==> config.mk <==
export PLATFORM = sky130hd
export DESIGN_NAME = instr_fetch_flat
export DESIGN_NICKNAME = d
export VERILOG_FILES = /design/src/rtl/instr_fetch_if.sv /design/src/rtl/instr_fetch.sv /design/src/flat_wrapper.sv
export SDC_FILE = /design/constraint.sdc
export NUM_CORES = 1
export LEC_CHECK = 0
export ABC_AREA = 1
export CORE_AREA = 5 5 152 154
export CTS_CLUSTER_SIZE = 24
export DETAILED_ROUTE_END_ITERATION = 10
export DIE_AREA = 0 0 157 159
export PLACE_DENSITY = 0.82
export SLEW_MARGIN = 10
export SYNTH_ARGS = -nofsm -noshare
export SYNTH_HDL_FRONTEND = slang
export SYNTH_SLANG_ARGS = --single-unit
==> constraint.sdc <==
create_clock -name clk_i -period 6.7 [get_ports clk_i]
set_clock_uncertainty 0.2 [all_clocks]
set_input_delay 0.67 -clock clk_i [delete_from_list [all_inputs] [get_ports clk_i]]
set_output_delay 0.67 -clock clk_i [all_outputs]
set_load 0.01 [all_outputs]
==> src/rtl/instr_fetch_if.sv <==
// Instruction-memory request/response bus between the fetch stage and imem.
interface instr_fetch_if;
    logic        imem_req_o;
    logic [31:0] imem_addr_o;
    logic        imem_ack_i;
    logic [31:0] imem_rdata_i;

    modport master (
        output imem_req_o,
        output imem_addr_o,
        input  imem_ack_i,
        input  imem_rdata_i
    );

    modport slave (
        input  imem_req_o,
        input  imem_addr_o,
        output imem_ack_i,
        output imem_rdata_i
    );
endinterface

==> src/rtl/instr_fetch.sv <==
// Instruction fetch stage: IDLE/FETCH/HOLD/DRAIN request FSM feeding IF/ID.
// Optional performance counters are built only when FETCH_PERF_CNT_EN is defined.
module instr_fetch #(
    parameter logic [31:0] RESET_PC = 32'h0000_0000
) (
    input  logic                 clk_i,
    input  logic                 rst_i,
    input  logic                 stall_i,
    input  logic                 branch_i,
    input  logic [31:0]          branch_target_i,
    instr_fetch_if.master        imem,
    output logic [31:0]          inst_o,
    output logic [31:0]          pc_o,
    output logic                 inst_valid_o,
    output logic                 flush_o,
    output logic [31:0]          fetch_cnt_o,
    output logic [31:0]          bubble_cnt_o
);

    typedef enum logic [1:0] {IDLE, FETCH, HOLD, DRAIN} state_e;

    state_e      state_q, state_d;
    logic [31:0] pc_q, pc_d;
    logic [31:0] drain_addr_q, drain_addr_d;
    logic [31:0] hold_inst_q, hold_pc_q;
    logic        hold_load;
    logic        load_valid, load_bubble;
    logic [31:0] load_inst, load_pc;
    logic        req;
    logic [31:0] req_addr;
    logic [31:0] target;
    logic [31:0] pc_inc;
    logic        ack;

    assign target  = {branch_target_i[31:2], 2'b00};
    assign pc_inc  = pc_q + 32'd4;
    assign ack     = imem.imem_ack_i;
    assign flush_o = branch_i;

    assign imem.imem_req_o  = req;
    assign imem.imem_addr_o = req_addr;

    always_ff @(posedge clk_i or posedge rst_i) begin
        if (rst_i) begin
            state_q      <= IDLE;
            pc_q         <= RESET_PC;
            drain_addr_q <= 32'h0;
        end else begin
            state_q      <= state_d;
            pc_q         <= pc_d;
            drain_addr_q <= drain_addr_d;
        end
    end

    always_comb begin
        state_d      = state_q;
        pc_d         = pc_q;
        drain_addr_d = drain_addr_q;
        hold_load    = 1'b0;
        load_valid   = 1'b0;
        load_inst    = hold_inst_q;
        load_pc      = hold_pc_q;
        req          = 1'b0;
        req_addr     = pc_q;
        case (state_q)
            IDLE: begin
                state_d = FETCH;
                if (branch_i) pc_d = target;
            end
            FETCH: begin
                req = 1'b1;
                if (branch_i) begin
                    // An un-acked request cannot be retracted; drain it at the old address.
                    pc_d = target;
                    if (!ack) begin
                        state_d      = DRAIN;
                        drain_addr_d = pc_q;
                    end
                end else if (ack) begin
                    if (stall_i) begin
                        hold_load = 1'b1;
                        state_d   = HOLD;
                    end else begin
                        load_valid = 1'b1;
                        load_inst  = imem.imem_rdata_i;
                        load_pc    = pc_q;
                        pc_d       = pc_inc;
                    end
                end
            end
            HOLD: begin
                if (branch_i) begin
                    pc_d    = target;
                    state_d = FETCH;
                end else if (!stall_i) begin
                    load_valid = 1'b1;
                    pc_d       = pc_inc;
                    state_d    = FETCH;
                end
            end
            DRAIN: begin
                req      = 1'b1;
                req_addr = drain_addr_q;
                if (branch_i) pc_d = target;
                if (ack) state_d = FETCH;
            end
            default: state_d = IDLE;
        endcase
    end

    // A branch always injects a bubble, even under stall.
    assign load_bubble = branch_i || (!stall_i && !load_valid);

    always_ff @(posedge clk_i or posedge rst_i) begin
        if (rst_i) begin
            hold_inst_q <= 32'h0;
            hold_pc_q   <= 32'h0;
        end else if (hold_load) begin
            hold_inst_q <= imem.imem_rdata_i;
            hold_pc_q   <= pc_q;
        end
    end

    always_ff @(posedge clk_i or posedge rst_i) begin
        if (rst_i) begin
            inst_o       <= 32'h0;
            pc_o         <= 32'h0;
            inst_valid_o <= 1'b0;
        end else if (load_bubble) begin
            inst_o       <= 32'h0;
            inst_valid_o <= 1'b0;
        end else if (load_valid) begin
            inst_o       <= load_inst;
            pc_o         <= load_pc;
            inst_valid_o <= 1'b1;
        end
    end

`ifdef FETCH_PERF_CNT_EN
    always_ff @(posedge clk_i or posedge rst_i) begin
        if (rst_i) begin
            fetch_cnt_o  <= 32'h0;
            bubble_cnt_o <= 32'h0;
        end else begin
            if (load_bubble)     bubble_cnt_o <= bubble_cnt_o + 32'd1;
            else if (load_valid) fetch_cnt_o  <= fetch_cnt_o + 32'd1;
        end
    end
`else
    assign fetch_cnt_o  = 32'h0;
    assign bubble_cnt_o = 32'h0;
`endif

endmodule

==> src/flat_wrapper.sv <==
// flat-port wrapper written by rule: the top's interface ports become plain ports
module instr_fetch_flat 
#(
    parameter logic [31:0] RESET_PC = 32'h0000_0000
)
  (clk_i, rst_i, stall_i, branch_i, branch_target_i, inst_o, pc_o, inst_valid_o, flush_o, fetch_cnt_o, bubble_cnt_o, imem_imem_req_o, imem_imem_addr_o, imem_imem_ack_i, imem_imem_rdata_i);
  instr_fetch_if imem_i ();
  input  logic clk_i;
  input  logic rst_i;
  input  logic stall_i;
  input  logic branch_i;
  input  logic [31:0] branch_target_i;
  output logic [31:0] inst_o;
  output logic [31:0] pc_o;
  output logic inst_valid_o;
  output logic flush_o;
  output logic [31:0] fetch_cnt_o;
  output logic [31:0] bubble_cnt_o;
  output wire logic [$bits(imem_i.imem_req_o)-1:0] imem_imem_req_o;
  output wire logic [$bits(imem_i.imem_addr_o)-1:0] imem_imem_addr_o;
  input wire logic [$bits(imem_i.imem_ack_i)-1:0] imem_imem_ack_i;
  input wire logic [$bits(imem_i.imem_rdata_i)-1:0] imem_imem_rdata_i;
  assign imem_imem_req_o = imem_i.imem_req_o;
  assign imem_imem_addr_o = imem_i.imem_addr_o;
  assign imem_i.imem_ack_i = imem_imem_ack_i;
  assign imem_i.imem_rdata_i = imem_imem_rdata_i;
  instr_fetch #(.RESET_PC(RESET_PC)) u_core (.clk_i(clk_i), .rst_i(rst_i), .stall_i(stall_i), .branch_i(branch_i), .branch_target_i(branch_target_i), .imem(imem_i), .inst_o(inst_o), .pc_o(pc_o), .inst_valid_o(inst_valid_o), .flush_o(flush_o), .fetch_cnt_o(fetch_cnt_o), .bubble_cnt_o(bubble_cnt_o));
endmodule
==> flow_metrics.py, run 1 <==
metrics = {
    "timing": {
        "finalSetupTns_ps": 0,
        "period_minus_slack_ps": 4010,
        "slew_headroom": 0.189,
        "drv_slew": 0,
        "finalHoldViolations": 0,
        "timing.final.crit_share": 0.598,
        "rsz0062_at_grt": "false",
        "fmax_ghz": 0.250,
        "hold_slack_ps": 282,
        "setup_viol": 0,
        "finalWorstSetupSlack_ps": 2690,
        "tightest_slew_ps": 1220,
    },
    "synth": {
        "synthSimpleGateAreaFrac": 0.230,
        "avgSynthCellArea_um2": 7.70,
        "synth.distinct_cells": 29,
        "synth_area_leaders": "dfrtp_1, nand2_1, o21ai_0",
        "synth_adder_area_share": 0.00528,
        "synth_common_cells": "nand2_1, dfrtp_1, o21ai_0, nor2_1, inv_1",
        "synth_top_area_frac": 0.494,
        "yosysMostFrequentCell": "nand2_1",
        "synthArstFlopShare": 1.00,
        "synth.area.mux_share": 0.00119,
        "synth_top_cell_by_area": "dfrtp_1",
        "syn_area_um2": 9470,
        "synth_warnings": 0,
        "synth-edff-count": 0,
        "seq_area_frac_synth": 0.494,
        "synthCells": 1230,
        "synth_top_family_by_area": "simple AND/OR/NAND/NOR gates",
        "synth-xor-area-share": 0.000925,
        "ys_ff_latch": 187,
        "synth_compound_area_frac": 0.148,
        "synthFlopType": "dfrtp_1",
    },
    "hold_path": {
        "hold-path-endpoint": "u_core.hold_inst_q[30]",
        "min_path_type": "reg -> reg",
        "min_from": "u_core.hold_inst_q[30]",
        "hold_depth": 2,
    },
    "detailed_routing": {
        "drc": 0,
        "viasPerCell": 5.10,
        "wl_per_cell_um": 15.5,
        "routed_wirelength_mm": 25.5,
        "drtAntennaViolNets": 0,
        "firstDrtPassIters": 5,
        "vias": 8374,
        "drt-initial-drc-count": 719,
    },
    "global_route": {
        "grt_overflow": 0,
        "grt_pass1_wl_mm": 40.6,
        "grt_start_max_net_pins": 108,
        "grt.total_usage": 0.199,
        "grt_pass1_vias": 7821,
        "antenna_found_initial": 0,
    },
    "cts": {
        "cts_sinks": 187,
        "cts-root-buf": "clkbuf_16",
        "clock_latency_ps": 420,
        "numCtsBuffers": 17,
        "cts_resized": 0,
        "ctsHoldBuffers": 0,
        "cts_tree": "yes",
        "clockBufferDepth": 2,
        "clk_pin_slew_ps": 60,
        "cts.htree.levels": 4,
        "postCtsSetupRepairBufs": 0,
    },
    "worst_setup_path": {
        "ff2ff_path_depth": 10,
        "crit_path_start_kind": "primary input",
        "critPathLaunch": "branch_i",
        "cp.arrival_ps": 4080,
        "r2r_setup_slack_ps": 3330,
        "cp_max_fo": 62,
        "reg2reg_from": "u_core.state_q[0]",
        "worstSetupEndpointType": "flop",
        "crit_type": "in -> reg",
        "worstReg2RegEnd": "u_core.inst_o[30]",
        "worstPathRequired_ps": 6770,
    },
    "placement": {
        "post-place-ws_ps": 2210,
        "io_buffers": 161,
        "place.gp.congestion": 0.889,
        "dpl.cell_count": 1610,
        "dp_hpwl_mm": 17.1,
    },
    "floorplan": {
        "start_util": 0.440,
        "chipWidth_um": 157,
        "die_area_um2": 25000,
        "io_pins": 232,
        "core_um2": 21600,
        "die_y_um": 159,
        "rows": 54,
    },
    "finish": {
        "area_delta_synth_final_pct": 22.0,
        "n_antenna_cell": 0,
        "fin_nets": 1423,
        "drive_above_1_share": 0.0389,
        "final_cells": 1643,
        "final_util": 0.536,
    },
    "power": {
        "p_leak_nw": 5.31,
        "peakVddDrop_mv": 0.204,
        "powerDensity_nw_per_um2": 435,
    },
    "flow_run": {
        "cap_violations": 0,
    },
    "status": {
        "outcome": "completed",
    },
}
-- worst max-delay path by stage --
| stage | cells past startpoint | slack (ps) | end |
|---|---|---|---|
| floorplan | 1 | 740 | u_core.drain_addr_q[10] |
| global placement | 6 | 2300 | u_core.hold_pc_q[2] |
| detailed placement | 6 | 2210 | u_core.hold_pc_q[9] |
| CTS | 6 | 2650 | u_core.hold_pc_q[9] |
| global route | 6 | 2450 | u_core.hold_pc_q[13] |
| finish | 6 | 2690 | u_core.hold_pc_q[9] |
-- registers in the layout (all words and copies together), names as in the netlist --
name                 count
u_core.pc_o             30
u_core.state_q           2
u_core.inst_valid_o      1
u_core.inst_o           32
u_core.pc_q             30
u_core.hold_inst_q      32
u_core.drain_addr_q     30
u_core.hold_pc_q        30
-- cell type report --
| type | instances | area (um^2) |
|---|---|---|
| Fill cell | 1993 | 10000 |
| Sequential cell | 187 | 4680 |
| Multi-Input combinational cell | 889 | 3920 |
| Timing Repair Buffer | 171 | 1710 |
| Clock buffer | 24 | 492 |
| Tap cell | 280 | 350 |
| Inverter | 84 | 320 |
| Clock inverter | 8 | 83.8 |
-- critical path, cell delays in order --
cell             delay, ps
clkdlybuf4s50_1        540
inv_1                  940
nand4_1               1030
buf_4                  630
nand2_1                130
o21ai_0                100
-- power by group --
group	switching, mW	internal [mW]	leakage (nW)
registers	0.346	1.61	2.33
clock network	0.436	0.555	0.273
logic	1.19	0.888	2.70
total	1.98	3.05	5.31
-- metrics by stage --
stage	cell area [um^2]	power [mW]
5_1_grt	11600	5.40
3_5_place_dp	11000	4.05
2_1_floorplan	9720	3.12
6_report	11600	5.03
4_1_cts	11500	5.05
3_3_place_gp	11000	3.97
-- routing by layer --
| metal | vias up | wire length [um] | GRT usage |
|---|---|---|---|
| li1 | 4066 | - | - |
| met1 | 3965 | 10800 | 0.272 |
| met2 | 310 | 12300 | 0.326 |
| met3 | 33 | 1840 | 0.0359 |
| met4 | 0 | 507 | 0.0576 |
| met5 | - | 0 | 0 |
-- logic make-up (layout without fill, tap and decap cells) --
group / after synthesis / after routing
buffers and inverters: 221 / 287
other: 1 / 68
DFF: 187 / 187
and+or+nand+nor: 549 / 549
muxes: 1 / 1
xor gates and xnor gates: 1 / 1
adders and majority gates: 4 / 4
AOI/OAI and AO/OA: 266 / 266
-- layout by cell type, fill, tap and decap left out, types with 2 or more instances in the layout --
cell type / instances
nand2_1: 329
dfrtp_1: 187
o21ai_0: 173
clkdlybuf4s50_1: 161
nor2_1: 140
inv_1: 81
nand3_1: 69
conb_1: 68
o21ai_1: 39
a31oi_1: 31
clkbuf_16: 17
o22ai_1: 9
a21oi_1: 8
buf_4: 8
a22oi_1: 4
clkbuf_8: 4
ha_1: 3
clkbuf_1: 3
clkinvlp_4: 3
nand4_1: 2
inv_2: 2
or2_2: 2
inv_6: 2
nor2_2: 2
clkinv_4: 2
No activity file was read; power rests on OpenSTA's default activity.
==> inputs of run 2 (changes only) <==
PLACE_DENSITY = 0.84   (was 0.82)
clock period = 3.3 ns   (was 6.7 ns; I/O delays follow)
==> flow_metrics.py, run 2 (synthesis gave the netlist of run 1 again) <==
metrics = {
    "finish": {
        "n_antenna_cell": 0,
        "area_delta_synth_final_pct": 22.2,
        "drive_above_1_share": 0.0411,
        "final_common_cell": "nand2_1",
        "final_cell_mix": "nand2_1, dfrtp_1, o21ai_0, clkdlybuf4s50_1, nor2_1",
        "fillers": 1977,
        "final_cells": 1644,
        "final_util": 0.537,
        "largestRegisters": "u_core.hold_inst_q: 32 flops, u_core.inst_o: 32 flops",
        "fin_nets": 1425,
    },
    "global_route": {
        "grt.total_usage": 0.199,
        "antenna_found_initial": 1,
        "grt_overflow": 0,
        "grt_start_max_net_pins": 124,
        "grt_pass1_wl_mm": 40.3,
        "grt_pass1_vias": 7712,
    },
    "placement": {
        "io_buffers": 161,
        "dpl.cell_count": 1613,
        "place.gp.congestion": 0.904,
        "dp_hpwl_mm": 17.2,
    },
    "floorplan": {
        "core_um2": 21600,
        "chipWidth_um": 157,
        "rows": 54,
        "start_util": 0.440,
        "die_area_um2": 25000,
        "die_y_um": 159,
        "io_pins": 232,
    },
    "power": {
        "peakVddDrop_mv": 0.446,
        "combPwrFrac": 0.417,
        "clkPwrFrac": 0.195,
        "power_frac_seq": 0.389,
        "power_switching_mw": 4.06,
        "p_leak_nw": 5.32,
        "powerDensity_nw_per_um2": 881,
        "p_int_mw": 6.14,
        "netSwitchingFraction": 0.398,
        "p_total_mw": 10.2,
    },
    "timing": {
        "finalHoldViolations": 0,
        "hold_slack_ps": 238,
        "rsz0062_at_grt": "false",
        "period_minus_slack_ps": 2900,
        "timing.final.crit_share": 0.877,
        "tightest_slew_ps": 1060,
        "drv_slew": 0,
        "slew_headroom": 0.291,
        "setup_viol": 0,
        "finalSetupTns_ps": 0,
        "fmax_ghz": 0.345,
    },
    "flow_run": {
        "cap_violations": 0,
    },
    "worst_setup_path": {
        "crit_type": "reg -> out",
        "cp.arrival_ps": 2370,
        "r2r_setup_slack_ps": 760,
        "worstPathRequired_ps": 2770,
        "crit_path_start_kind": "flop",
        "worstSetupEndpointType": "output port",
        "worstReg2RegEnd": "u_core.inst_o[30]",
        "reg2reg_from": "u_core.state_q[0]",
        "cp_max_fo": 36,
        "ff2ff_path_depth": 8,
    },
    "cts": {
        "ctsHoldBuffers": 0,
        "clk_pin_slew_ps": 70,
        "cts_tree": "yes",
        "cts.htree.levels": 4,
        "clockBufferDepth": 2,
        "postCtsSetupRepairBufs": 0,
        "numCtsBuffers": 17,
        "cts-root-buf": "clkbuf_16",
        "cts_resized": 0,
        "cts_sinks": 187,
        "clock_latency_ps": 430,
    },
    "detailed_routing": {
        "vias": 8427,
        "viasPerCell": 5.13,
        "drt-initial-drc-count": 674,
        "firstDrtPassIters": 6,
        "drtAntennaViolNets": 0,
        "wl_per_cell_um": 15.3,
        "routed_wirelength_mm": 25.1,
        "drc": 0,
    },
    "status": {
        "outcome": "completed",
    },
    "hold_path": {
        "min_path_type": "in -> async",
    },
}
==> run 2: cell types whose count changed in the layout (fill, tap and decap cells not counted), sizes merged <==
| cell | previous run | this run |
|---|---|---|
| buf | 10 | 12 |
| clkbuf | 24 | 19 |
| clkinv | 3 | 4 |
| inv | 85 | 88 |
==> run 2: final cells by class <==
| type | count | area [um^2] | share of cell area |
|---|---|---|---|
| clock inverters | 12 | 115 | 0.00994 |
| multi-input cells | 889 | 3930 | 0.339 |
| clock buffers | 19 | 443 | 0.0383 |
| repair buffers | 173 | 1740 | 0.150 |
| well taps | 280 | 350 | 0.0303 |
| inverters | 84 | 319 | 0.0276 |
| flip-flops and latches | 187 | 4680 | 0.404 |
==> run 2: critical path, stage by stage, from the launching register on <==
cell and delay, ps:
dfrtp_1 420, ha_4 390, buf_4 340, nand2_1 70, o21ai_0 120, clkdlybuf4s50_1 590
==> run 2: layer usage <==
layer / up-vias / share of wire / global-route usage
met4: 2 / 0.014 / 0.0493
met2: 353 / 0.48 / 0.318
met3: 27 / 0.081 / 0.0356
met1: 3957 / 0.43 / 0.281
li1: 4088 / - / -
met5: - / 0.00052 / 0
==> run 2: worst max path at each step <==
stage,from,endpoint,slack [ps],depth (start not counted)
floorplan,rst_i,u_core.drain_addr_q[10],360,1
global placement,branch_i,u_core.hold_inst_q[31],640,6
detailed placement,branch_i,u_core.pc_q[9],530,7
CTS,u_core.state_q[1],imem_imem_addr_o[8],140,5
global route,u_core.state_q[1],imem_imem_addr_o[15],250,5
finish,u_core.state_q[1],imem_imem_addr_o[10],400,5
==> run 2: power groups by stage <==
| stage | sequential [mW] | clock (mW) | combinational [mW] |
|---|---|---|---|
| 3_5_place_dp | 3.98 | 0 | 4.25 |
| 5_1_grt | 4.10 | 2.10 | 4.75 |
| 6_report | 3.97 | 1.98 | 4.25 |
| 3_3_place_gp | 3.93 | 0 | 4.14 |
| 2_1_floorplan | 3.92 | 0 | 2.41 |
| 4_1_cts | 3.95 | 2.02 | 4.27 |
==> run 2: metrics by stage <==
| step | cell area (um^2) | worst slack (ps) |
|---|---|---|
| global placement | 11000 | 638 |
| finish | 11600 | 404 |
| CTS | 11600 | 136 |
| floorplan | 9730 | 364 |
| global route | 11600 | 248 |
| detailed placement | 11000 | 532 |
==> inputs of run 3 (changes only) <==
CORE_AREA = 5 5 169 138   (was 5 5 152 154)
DIE_AREA = 0 0 174 143   (was 0 0 157 159)
PLACE_DENSITY = 0.85   (was 0.84)
SLEW_MARGIN = not set   (was 10)
==> flow_metrics.py, run 3 (synthesis gave the netlist of run 1 again) <==
metrics = {
    "status": {
        "outcome": "completed",
    },
    "floorplan": {
        "core_um2": 21400,
        "die_area_um2": 24900,
        "rows": 48,
        "die_y_um": 143,
        "io_pins": 232,
        "chipWidth_um": 174,
        "start_util": 0.443,
    },
    "flow_run": {
        "cap_violations": 0,
    },
    "cts": {
        "cts_sinks": 187,
        "clock_latency_ps": 430,
        "postCtsSetupRepairBufs": 0,
        "cts-root-buf": "clkbuf_16",
        "cts_tree": "yes",
        "cts.htree.levels": 4,
        "ctsHoldBuffers": 1,
        "clk_pin_slew_ps": 70,
        "cts_resized": 0,
        "numCtsBuffers": 17,
        "clockBufferDepth": 2,
    },
    "finish": {
        "final_util": 0.548,
        "final_common_cell": "nand2_1",
        "final_cell_mix": "nand2_1, dfrtp_1, o21ai_0, clkdlybuf4s50_1, nor2_1",
        "area_delta_synth_final_pct": 23.7,
        "largestRegisters": "u_core.hold_inst_q: 32 flops, u_core.inst_o: 32 flops",
        "fin_nets": 1434,
        "post-route-cell-area_um2": 11700,
        "drive_above_1_share": 0.0473,
    },
    "detailed_routing": {
        "vias": 8564,
        "wl_per_cell_um": 15.7,
        "drt-initial-drc-count": 911,
        "drc": 0,
        "routed_wirelength_mm": 25.9,
        "drtAntennaViolNets": 0,
        "viasPerCell": 5.19,
        "firstDrtPassIters": 5,
    },
    "placement": {
        "place_area_um2": 11100,
        "place.gp.congestion": 0.895,
        "io_buffers": 161,
        "dp_hpwl_mm": 18.1,
    },
    "global_route": {
        "grt_start_max_net_pins": 94,
        "grt_pass1_vias": 7796,
        "antenna_found_initial": 1,
        "grt_pass1_wl_mm": 41.4,
        "grt.total_usage": 0.207,
        "grt_overflow": 0,
    },
    "timing": {
        "fmax_ghz": 0.344,
        "period_minus_slack_ps": 2910,
        "finalHoldViolations": 0,
        "setup_viol": 0,
        "timing.final.crit_share": 0.881,
        "rsz0062_at_grt": "false",
        "finalSetupTns_ps": 0,
        "drv_slew": 0,
        "slew_headroom": 0.294,
        "tightest_slew_ps": 1060,
    },
    "power": {
        "peakVddDrop_mv": 0.432,
        "powerDensity_nw_per_um2": 893,
        "p_leak_nw": 5.40,
    },
    "worst_setup_path": {
        "worstSetupEndpointType": "output port",
        "ff2ff_path_depth": 4,
        "cp_max_fo": 24,
        "cp.arrival_ps": 2380,
        "critPathLaunch": "u_core.state_q[1]",
        "worstReg2RegEnd": "u_core.drain_addr_q[5]",
        "crit_type": "reg -> out",
        "worstPathRequired_ps": 2770,
        "reg2reg_from": "u_core.state_q[1]",
        "cp-endpoint": "imem_imem_addr_o[31]",
        "r2r_setup_slack_ps": 800,
        "crit_path_start_kind": "flop",
    },
    "hold_path": {
        "min_path_type": "in -> reg",
    },
}
-- run 3: worst min path at each step --
stage	cells after the start	startpoint	endpoint
after floorplan	2	u_core.hold_inst_q[10]	u_core.hold_inst_q[10]
after global placement	2	u_core.hold_inst_q[17]	u_core.hold_inst_q[17]
after detailed placement	2	u_core.hold_inst_q[18]	u_core.hold_inst_q[18]
after CTS	3	imem_imem_rdata_i[14]	u_core.hold_inst_q[14]
after global routing	3	imem_imem_rdata_i[16]	u_core.hold_inst_q[16]
final	3	imem_imem_rdata_i[14]	u_core.hold_inst_q[14]
-- run 3: final cells by class --
class | instances | area (um^2)
Antenna cell | 1 | 2.50
Clock buffer | 19 | 443
Clock inverter | 13 | 180
Fill cell | 1946 | 9660
Inverter | 84 | 319
Multi-Input combinational cell | 889 | 3920
Sequential cell | 187 | 4680
Tap cell | 275 | 344
Timing Repair Buffer | 182 | 1830
-- run 3: per-stage QoR --
| stage | setup WS, ps | hold slack, ps | instances | power (mW) |
|---|---|---|---|---|
| 2_1_floorplan | 364 | 248 | 1297 | 6.33 |
| 3_3_place_gp | 565 | 262 | 1616 | 8.09 |
| 3_5_place_dp | 482 | 269 | 1616 | 8.25 |
| 4_1_cts | 397 | 268 | 1649 | 10.5 |
| 5_1_grt | 193 | 286 | 1650 | 11.2 |
| 6_report | 393 | 285 | 1650 | 10.5 |
-- run 3: where the power goes --
group	switching (mW)	total [mW]	leakage [nW]	internal (mW)
Combinational	2.42	4.26	2.77	1.84
Sequential	0.768	4.03	2.33	3.26
Clock	0.943	2.18	0.304	1.24
-- run 3: worst max-delay path, stage by stage, from the launching register on --
cell	delay, ps
dfrtp_1	380
ha_2	420
buf_4	330
nand2_1	80
o21ai_0	130
clkdlybuf4s50_1	590
-- run 3: layer usage --
layer / track usage / up-vias / wire length (um)
li1: - / 4091 / -
met1: 0.295 / 4055 / 11500
met2: 0.317 / 382 / 11700
met3: 0.0474 / 36 / 2130
met4: 0.0658 / 0 / 541
met5: 0 / - / 0
==> patch (flow settings as in run 3) <==
Re-encode `state_e` (4 states) as one-hot, 4 bits wide.
--- a/src/rtl/instr_fetch.sv
+++ b/src/rtl/instr_fetch.sv
@@ -19,3 +19,3 @@
 
-    typedef enum logic [1:0] {IDLE, FETCH, HOLD, DRAIN} state_e;
+    typedef enum logic [3:0] {IDLE = 4'b0001, FETCH = 4'b0010, HOLD = 4'b0100, DRAIN = 4'b1000} state_e;
 
Behaviour: same outputs for any inputs over 4 cycles, from zero or initial values and one cycle with rst_i high; so few cycles prove little.
==> patch against run 3 <==
Total power shrank 10%; cell count grew 6.4%; cell area grew 3.1%; sequential share of layout area shrank 0.77 points; sequential cell count grew 2; non-clock buffer count shrank 1; synthesized area grew 4.5%; maximum frequency shrank 7.4%; utilization grew 1.7 points; setup slack lost 230 ps; wire length grew 1.1%.
==> patch: results (changes against run 3) <==
stage	metric	value	unit	change
outcome	status	finished clean		
final_layout	register_area	0.00473	mm²	+1.1%
final_layout	clk_share	4.72	%	-0.59 points
final_layout	inverters_excl_clock	110		+31%
logic_synthesis	syn_area_per_cell	7.41	µm²	-3.8%
global_route	grt_pass1_vias	8419		+8.0%
place	post-place-ws	469	ps	-12.8 ps
logic_synthesis	synth_common_cells	nand2_1, dfrtp_1, nor2_1, inv_1, nand3_1		
worst_setup_path	crit_start	u_core.state_q[0]$_DFFE_PP1P_		
power_and_ir_drop	pg_seq	0.00383	W	-5%
drt	wl_per_cell	14.9	µm	-5.0%
final_layout	layout.nets	1538		+7.3%
final_layout	buffers	181		-0.55%
worst_setup_path	r2r_start	u_core.state_q[0]$_DFFE_PP1P_		
power_and_ir_drop	pwr-share-comb	37.9	%	-2.8 points
final_layout	layout.nonclk_buf_share	15.2	%	-0.45 points
worst_setup_path	crit_path_end	imem_imem_addr_o[12]		
final_layout	multi_input_area	0.00419	mm²	+6.8%
final_layout	multi_input_cells	969		+9.0%
final_layout	clkbuf_count	18		-1
worst_setup_path	r2r_end	u_core.pc_q[17]$_DFFE_PP0P_		
place	gp_congestion	0.939		+4.9%
worst_setup_path	path_max_fanout	23		-4.2%
worst_setup_path	reg2reg_depth	8		+4
clock_tree	clk_pin_slew	70	ps	about the same
power_and_ir_drop	p_total	0.00942	W	-10%
final_layout	design_area	0.0121	mm²	+3.1%
drt	wl	26.2	mm	+1.1%
place	dp_cells	1724		+6.7%
final_layout	fillerInstances	1874		-3.7%
logic_synthesis	synth-seq-area-share	47.8	%	-1.6 points
global_route	grt_pass1_wl	42.6	mm	+2.8%
clock_tree	cts_hold_buf	0		-1
worst_setup_path	rrSetupSlack	620	ps	-180 ps
power_and_ir_drop	power_switching	0.00366	W	-11%
sta	finalCritPeriodShare	95.2	%	+7.1 points
final_layout	drive_gt1_share	4.93	%	+0.20 points
power_and_ir_drop	p_leak	5.86	nW	+8.6%
final_layout	seq_cells	189		+1.1%
sta	worstMarginPinSlew	514	ps	-545 ps
drt	via_count	9007		+5.2%
logic_synthesis	yosysUniqueCellTypes	28		-3.4%
clock_tree	htree_levels	4		unchanged
sta	holdWs	59.1	ps	-225 ps
global_route	antenna_found_initial	0		-1
drt	drtIter0Drc	1064		+17%
logic_synthesis	ys_top_cells_by_area	dfrtp_1, nand2_1, buf_4, nor2_1, nand3_1		
min_path	hold_path_class	input pin to async pin		
place	dp_hpwl	18.6	mm	+2.7%
power_and_ir_drop	ir_drop	0.487	mV	+13%
final_layout	antennaDiodeCount	0		-1
global_route	grt_max_degree	69		-27%
global_route	grtUsageTotal	21.0	%	+0.31 points
logic_synthesis	synth_warnings	0		unchanged
patch: cell types whose count changed in the layout (fill, tap and decap cells not counted), moves of 11 or more:
cell,delta
inv_1,+25
a31oi_1,-30
a21oi_1,+23
nand2_1,+138
o211ai_1,+30
o21ai_0,-99
nand3_1,+11
nor2_1,-16
o21ai_1,+32
patch: layer usage:
metal	global-route usage, %	wire length, µm	up-vias
li1	-	-	4347
met1	29.1	11300	4210
met2	33.5	12200	412
met3	4.66	2170	38
met4	6.21	525	0
met5	0	0	-
patch: kinds of logic (layout without fill, tap and decap cells):
kind of cell	after synthesis	count (layout)	synth area share [%]
and+or+nand+nor	689	689	27.7
buffers and inverters	245	323	12.7
AOI/OAI and AO/OA	208	208	11.3
DFF	189	189	47.8
xor gates and xnor gates	3	3	0.266
adders and majority gates	1	1	0.126
other	1	68	0.0379
patch: critical path: stages, from the launching register on:
cell             delay, ps
dfstp_2                560
nor2_2                  60
nand2_2                340
buf_4                  330
nor2_1                  60
a21oi_1                220
clkdlybuf4s50_1        610
